==> src/rtl/dec_round.sv <==
// AES-128 inverse-cipher round step: a two-stage elastic pipeline.
// Stage 1 does InvShiftRows+InvSubBytes; stage 2 does AddRoundKey and, for middle rounds, InvMixColumns.
module dec_round #(
    parameter int NR = 10
) (
    input  logic         clk,
    input  logic         rst,
    input  logic [127:0] rkey,
    input  logic [3:0]   addr,
    input  logic         din_valid,
    output logic         din_ready,
    input  logic [127:0] din,
    output logic         dout_valid,
    input  logic         dout_ready,
    output logic [127:0] dout,
    output logic         round_err
);

    typedef enum logic [1:0] {
        MODE_WHITEN = 2'd0,
        MODE_MID    = 2'd1,
        MODE_FINAL  = 2'd2,
        MODE_ERR    = 2'd3
    } mode_t;

    // Inverse S-box, one 16-byte row per line (row = high nibble of the input byte).
    localparam logic [2047:0] INV_SBOX = {
        128'h52096ad53036a538bf40a39e81f3d7fb,
        128'h7ce339829b2fff87348e4344c4dee9cb,
        128'h547b9432a6c2233dee4c950b42fac34e,
        128'h082ea16628d924b2765ba2496d8bd125,
        128'h72f8f66486689816d4a45ccc5d65b692,
        128'h6c704850fdedb9da5e154657a78d9d84,
        128'h90d8ab008cbcd30af7e45805b8b34506,
        128'hd02c1e8fca3f0f02c1afbd0301138a6b,
        128'h3a9111414f67dcea97f2cfcef0b4e673,
        128'h96ac7422e7ad3585e2f937e81c75df6e,
        128'h47f11a711d29c5896fb7620eaa18be1b,
        128'hfc563e4bc6d279209adbc0fe78cd5af4,
        128'h1fdda8338807c731b11210592780ec5f,
        128'h60517fa919b54a0d2de57a9f93c99cef,
        128'ha0e03b4dae2af5b0c8ebbb3c83539961,
        128'h172b047eba77d626e169146355210c7d
    };

    function automatic logic [7:0] inv_sbox(input logic [7:0] b);
        return INV_SBOX[2047 - 8*int'(b) -: 8];
    endfunction

    function automatic logic [7:0] xt(input logic [7:0] b);
        return {b[6:0], 1'b0} ^ (b[7] ? 8'h1b : 8'h00);
    endfunction

    function automatic logic [7:0] mul9(input logic [7:0] b);
        return xt(xt(xt(b))) ^ b;
    endfunction

    function automatic logic [7:0] mulb(input logic [7:0] b);
        return xt(xt(xt(b))) ^ xt(b) ^ b;
    endfunction

    function automatic logic [7:0] muld(input logic [7:0] b);
        return xt(xt(xt(b))) ^ xt(xt(b)) ^ b;
    endfunction

    function automatic logic [7:0] mule(input logic [7:0] b);
        return xt(xt(xt(b))) ^ xt(xt(b)) ^ xt(b);
    endfunction

    // Pipeline state
    logic         s1_valid_reg;
    logic [127:0] s1_data_reg;
    logic [127:0] s1_key_reg;
    mode_t        s1_mode_reg;
    logic         dout_valid_reg;
    logic [127:0] dout_reg;
    logic         round_err_reg;

    logic         s2_load;
    logic         accept;
    mode_t        s1_mode_next;
    logic [127:0] s1_data_next;
    logic [127:0] isr_isb;
    logic [127:0] keyed;
    logic [127:0] imc;
    logic [127:0] s2_data_next;

    assign s2_load   = s1_valid_reg && (!dout_valid_reg || dout_ready);
    assign din_ready = !s1_valid_reg || s2_load;
    assign accept    = din_valid && din_ready;

    // Byte gi lives at row gi%4, column gi/4; InvShiftRows pulls it from column (c - r) mod 4.
    genvar gi;
    generate
        for (gi = 0; gi < 16; gi++) begin : g_isr_isb
            localparam int ROW = gi % 4;
            localparam int COL = gi / 4;
            localparam int SRC = 4 * ((COL - ROW + 4) % 4) + ROW;
            assign isr_isb[127-8*gi -: 8] = inv_sbox(din[127-8*SRC -: 8]);
        end
    endgenerate

    always_comb begin
        s1_mode_next = MODE_ERR;
        if (addr == 4'd0)
            s1_mode_next = MODE_WHITEN;
        else if (addr < 4'(NR))
            s1_mode_next = MODE_MID;
        else if (addr == 4'(NR))
            s1_mode_next = MODE_FINAL;
        s1_data_next = (s1_mode_next == MODE_WHITEN || s1_mode_next == MODE_ERR) ? din : isr_isb;
    end

    always_ff @(posedge clk or posedge rst) begin
        if (rst) begin
            s1_valid_reg <= 1'b0;
            s1_data_reg  <= '0;
            s1_key_reg   <= '0;
            s1_mode_reg  <= MODE_WHITEN;
        end else begin
            if (accept) begin
                s1_valid_reg <= 1'b1;
                s1_data_reg  <= s1_data_next;
                s1_key_reg   <= rkey;
                s1_mode_reg  <= s1_mode_next;
            end else if (s2_load) begin
                s1_valid_reg <= 1'b0;
            end
        end
    end

    assign keyed = s1_data_reg ^ s1_key_reg;

    generate
        for (gi = 0; gi < 4; gi++) begin : g_imc
            logic [7:0] a0, a1, a2, a3;
            assign a0 = keyed[127-32*gi -: 8];
            assign a1 = keyed[119-32*gi -: 8];
            assign a2 = keyed[111-32*gi -: 8];
            assign a3 = keyed[103-32*gi -: 8];
            assign imc[127-32*gi -: 8] = mule(a0) ^ mulb(a1) ^ muld(a2) ^ mul9(a3);
            assign imc[119-32*gi -: 8] = mul9(a0) ^ mule(a1) ^ mulb(a2) ^ muld(a3);
            assign imc[111-32*gi -: 8] = muld(a0) ^ mul9(a1) ^ mule(a2) ^ mulb(a3);
            assign imc[103-32*gi -: 8] = mulb(a0) ^ muld(a1) ^ mul9(a2) ^ mule(a3);
        end
    endgenerate

    always_comb begin
        s2_data_next = keyed;
        case (s1_mode_reg)
            MODE_MID: s2_data_next = imc;
            MODE_ERR: s2_data_next = s1_data_reg;
            default:  s2_data_next = keyed;
        endcase
    end

    // dout/round_err only change on a stage-2 load, so they stay put during a stall.
    always_ff @(posedge clk or posedge rst) begin
        if (rst) begin
            dout_valid_reg <= 1'b0;
            dout_reg       <= '0;
            round_err_reg  <= 1'b0;
        end else begin
            if (s2_load) begin
                dout_valid_reg <= 1'b1;
                dout_reg       <= s2_data_next;
                round_err_reg  <= (s1_mode_reg == MODE_ERR);
            end else if (dout_ready) begin
                dout_valid_reg <= 1'b0;
            end
        end
    end

    assign dout_valid = dout_valid_reg;
    assign dout       = dout_reg;
    assign round_err  = round_err_reg;

endmodule
==> config.mk <==
export PLATFORM = sky130hd
export DESIGN_NAME = dec_round
export DESIGN_NICKNAME = d
export VERILOG_FILES = /design/src/rtl/dec_round.sv
export SDC_FILE = /design/constraint.sdc
export NUM_CORES = 2
export LEC_CHECK = 0
export CAP_MARGIN = 20
export CORE_ASPECT_RATIO = 0.75
export CORE_MARGIN = 2
export CORE_UTILIZATION = 29
export CTS_CLUSTER_DIAMETER = 150
export DETAILED_ROUTE_END_ITERATION = 7
export GPL_TIMING_DRIVEN = 0
export SKIP_LAST_GASP = 1
export SYNTH_ARGS = -nofsm -noshare
export SYNTH_HDL_FRONTEND = slang
export SYNTH_SLANG_ARGS = --single-unit
==> constraint.sdc <==
create_clock -name clk -period 17 [get_ports clk]
set_clock_uncertainty 0.2 [all_clocks]
set_input_delay 3.4 -clock clk [delete_from_list [all_inputs] [get_ports clk]]
set_output_delay 3.4 -clock clk [all_outputs]
set_load 0.02 [all_outputs]
* Word level (Yosys, flattened, before mapping)
Cells that the tools add are included.
** Storage, ports and cells
- Flip-flop bits (word level) :: 389
- Input bits :: 264
- Output and inout bits :: 131
- Logic and storage cells :: 305
** Operators by class
- $add $sub $neg :: 16
- $lt $le $gt $ge :: 1
- Equality and inequality tests :: 4
- Shift-type cells :: 16
- Multiplexer cells :: 57
- Bitwise operators :: 193
- Reductions and logical operators :: 11
** Operator list (count)
- $shiftx A2055 B12 Y8 const A :: 16
- $xor A8 B8 Y8 :: 156
- $xor A8 B5 Y8 :: 36
- $pmux W128 S2 :: 1
- $mux W5 :: 48
- $sub A11 B11 Y12 const A :: 16
- $mux W128 :: 1
- $xor A128 B128 Y128 :: 1
- $mux W1 :: 5
- $eq A2 B2 Y1 const B :: 2
- $eq A4 B4 Y1 const B :: 1
- $logic_not A4 Y1 :: 1
- $lt A4 B4 Y1 const B :: 1
- $mux W2 :: 2
- $reduce_bool A2 Y1 :: 2
- $logic_or A1 B1 Y1 :: 3
- $eq A2 B1 Y1 const B :: 1
- $logic_and A1 B1 Y1 :: 2
- $logic_not A1 Y1 :: 2
- $logic_not A2 Y1 :: 1

* Longest topological paths before layout
- Depth in word-level cells :: 13
- Mapped depth :: 13
- Gate-level depth less buffers :: 9

* Worst setup path before layout
No wires, ideal clock.
- Kind :: input to output
- Start :: input dout_ready
- End :: output din_ready
- Arrival :: 3.693 ns
- Required time :: 13.400 ns
- Path slack :: 9.707 ns
- Stages :: 1
- Buffers on the path :: 0
- Cells stage by stage :: nand3b_1
** On the way
- Longest elaborated chain between the ends :: 3
** Ends and longest elaborated chain
- start, declared :: line 14 : input logic dout_ready,
- $logic_or A1 B1 Y1 :: line 88 : assign s2_load = s1_valid_reg && (!dout_valid_reg || dout_ready);
- $logic_and A1 B1 Y1 :: line 88
- $logic_or A1 B1 Y1 :: line 89 : assign din_ready = !s1_valid_reg || s2_load;
- end, declared :: line 11 : output logic din_ready,
No other way between the ends.

* Final worst setup path
- Start :: input din[25]
- End :: register s1_data_reg[25]
** On the way
- Longest elaborated chain between the ends :: 3
** Ends and longest elaborated chain
- start, declared :: line 12 : input logic [127:0] din,
- $sub A11 B11 Y12 :: line 47 : return INV_SBOX[2047 - 8*int'(b) -: 8];
- $shiftx A2055 B12 Y8 :: line 47
- $mux W128 * :: line 111 : s1_data_next = (s1_mode_next == MODE_WHITEN || s1_mode_next == MODE_ERR) ? din : isr_isb;
- end signal, assigned :: line 123 : s1_data_reg <= s1_data_next;
- end, declared :: line 72 : logic [127:0] s1_data_reg;
Every way passes the cells marked *; elsewhere a longest branch is shown, timed or not.
A chain may end at the register's enable or synchronous reset.

==> impl_metrics.yaml <==
status:
  outcome: "finished, violations left"
  violations: "DRC"
die:
  die_w_um: 612
  die_h_um: 460
  core-area_um2: 276000
  start_util_pct: 29.1
  dieArea_um2: 282000
  rows: 167
  io_pins: 395
cts:
  clkLatencyLatePin_ns: 0.70
  ctsHoldBuffers: 0
  clockRootBuffer: "clkbuf_16"
  cts_max_path_buffers: 3
  cts_tree: "built"
  cts.clk_slew.worst_paths_ns: 0.06
  cts_buffers: 52
  cts-resized-gates: 0
  cts.sinks: 389
  cts_setup_buffers: 0
  htree_levels: 2
yosys:
  async_flop_share_pct: 100
  syn_area_um2: 80400
  yosysSeqAreaShare_pct: 12.1
  synth.most_common_cell: "o21ai_0"
  yosysTopAreaCellShare_pct: 12.1
  synth-seq-cells: 389
  synth_warnings: 0
  yosysTopAreaCell: "dfrtp_1"
  synth_fp_nets: 11800
  synth_cells: 11300
  syn_area_per_cell_um2: 7.13
  synth-edff-count: 0
  synth_common_cells: "o21ai_0 (1,345), clkbuf_1 (1,074), nand2_1 (1,074)"
  synth_cell_types: 92
  synth_area_leaders: "dfrtp_1 (12%), o21ai_0 (8.4%), xnor2_1 (7.1%), mux4_2 (5.9%), a21oi_1 (5.3%)"
  ys.flop_type: "dfrtp_1"
timing:
  relSlewSlack_pct: 12.6
  finalSetupViolCount: 0
  finalHoldViolCount: 0
  hold_ws_ns: 0.274
  tightest_slew_ns: 1.31
  period_minus_slack_ns: 9.42
  rsz0062_at_grt: "false"
  fmax_mhz: 106
  fin_tns_setup_ns: 0
  period_share_pct: 55.4
  maxSlewViolCount: 0
worst_setup_path:
  crit_path_start_kind: "input port"
  cp_common_cell: "clkbuf_1"
  endpoint_kind: "flip-flop"
  crit_type: "input port to flip-flop"
  cp_data_required_time_ns: 17.33
  reg2regPathDepth: 7
  rr_endpoint: "dout[91]"
  r2r_start: "s1_data_reg[85]"
  critPathSlowestCell: "clkdlybuf4s50_1"
  cpPeakStageDelay_ns: 1.08
  critPathMaxFanout: 15
  crit_path_start: "din[25]"
  worstSetupEndpoint: "s1_data_reg[25]"
  arrival_ns: 9.75
  reg2reg_slack_ns: 12.62
  crit_path_cell_trace: "clkdlybuf4s50_1 > clkbuf_1 > clkbuf_1 > inv_1 > ha_1 > clkbuf_1 > clkbuf_1 > o22ai_1 > a211oi_1 > o311ai_0 > o311a_1 > o22ai_1 > buf_6 > o21ai_0"
routing:
  viasPerCell: 7.12
  vias: 111000
  wire_per_inst_um: 41.1
  wl_um: 641000
  route.antenna.remaining_nets: 0
  remaining_drc_errors: 31
  drt-initial-drc-count: 23400
  first_pass_iters: 8
pwr:
  power.density_nw_per_um2: 145
  leakage_uw: 0.0328
  ir_drop_v: 0.000204
  totalPowerFinal_uw: 13300
global_routing:
  antenna_found_initial: 81
  grt-ovfl-total: 0
  grt.total_usage_pct: 43.2
  grt_pass1_vias: 102000
  grt_max_degree: 118
  grt_first_pass_wirelength_um: 866000
placement:
  gp_congestion: 1.13
  dp_hpwl_um: 487000
  port_buffers: 360
worst_hold_path:
  hold_path.class: "flip-flop to flip-flop"
layout:
  nFillCells: 30700
  nets: 12300
  drive_gt1_share_pct: 5.74
  syn2layout_area_growth_pct: 14.1
flow_run:
  max_cap_violations: 0
-- cells by family after synthesis --
logic type                 synth area share, %
xor gates and xnor gates                  12.5
adders and majority gates                 4.29
AOI/OAI and AO/OA                         35.1
DFF                                       12.1
muxes                                     8.15
buffers and inverters                     7.17
and+or+nand+nor                           20.7
-- power by group --
group	switching [uW]	total [uW]	leakage, uW	internal, uW
combinational	6310	10500	0.0272	4200
sequential	438	1630	0.00468	1190
clock	524	1220	0.000878	693
total	7270	13300	0.0328	6070
-- final cells by class --
cell class / count / area (um2) / area share (%)
multi-input cells: 9370 / 65000 / 70.8
flip-flops and latches: 389 / 9730 / 10.6
plain buffers: 1260 / 4830 / 5.26
inverters: 258 / 976 / 1.06
clock buffers: 63 / 1390 / 1.52
repair buffers: 432 / 4690 / 5.11
diodes: 54 / 135 / 0.147
well taps: 3718 / 4650 / 5.07
clock inverters: 33 / 394 / 0.430
-- worst min-delay path by stage --
stage	slack, ns	startpoint	cells after the start	to
floorplan	0.27	s1_valid_reg	1	dout_valid
global placement	0.26	dout[16]	1	dout[16]
detailed placement	0.27	dout[121]	1	dout[121]
CTS	0.28	dout[121]	1	dout[121]
global route	0.30	dout[37]	2	dout[37]
finish	0.27	dout[37]	2	dout[37]
-- cells in the final DEF (no fill, tap or decap), types with 111 or more instances in the layout --
cell type,synthesis,final
o21ai_0,1345,1345
nand2_1,1074,1074
clkbuf_1,1074,1061
a21oi_1,848,848
nor2_1,700,700
xnor2_1,653,653
dfrtp_1,389,389
clkdlybuf4s50_1,0,360
nor3_1,312,312
nand2b_1,297,297
nor2b_1,294,294
ha_1,276,276
nand3_1,233,233
a211oi_1,225,224
inv_1,219,218
mux4_2,211,211
o211ai_1,201,201
a31oi_1,197,197
a311oi_1,186,186
xor2_1,158,158
o311ai_0,155,154
buf_1,152,150
mux2i_1,118,118
o31ai_1,111,111
-- stage by stage --
step	std cells	area, um2	worst slack [ns]	utilization, %
after floorplan	11300	80400	2.59	-
after global placement	15400	88700	-3.53	32.1
after detailed placement	15400	89700	7.47	32.5
after CTS	15500	91500	8.15	33.2
after global routing	15600	91700	7.66	33.2
final	15600	91700	7.58	33.2
-- worst max-delay path: cells and delay by family --
family | cells | cell delay, ns
AOI/OAI and AO/OA | 6 | 1.77
adders and majority gates | 1 | 0.43
buffers and inverters | 7 | 4.10
-- metal layers --
metal / track usage (%) / share of wire (%)
met5: 0.154 / 0.064
met2: 57.7 / 38
met3: 19.1 / 16
met4: 24.3 / 7.6
met1: 56.9 / 39
Note: power is estimated with default switching activity, not from simulation.
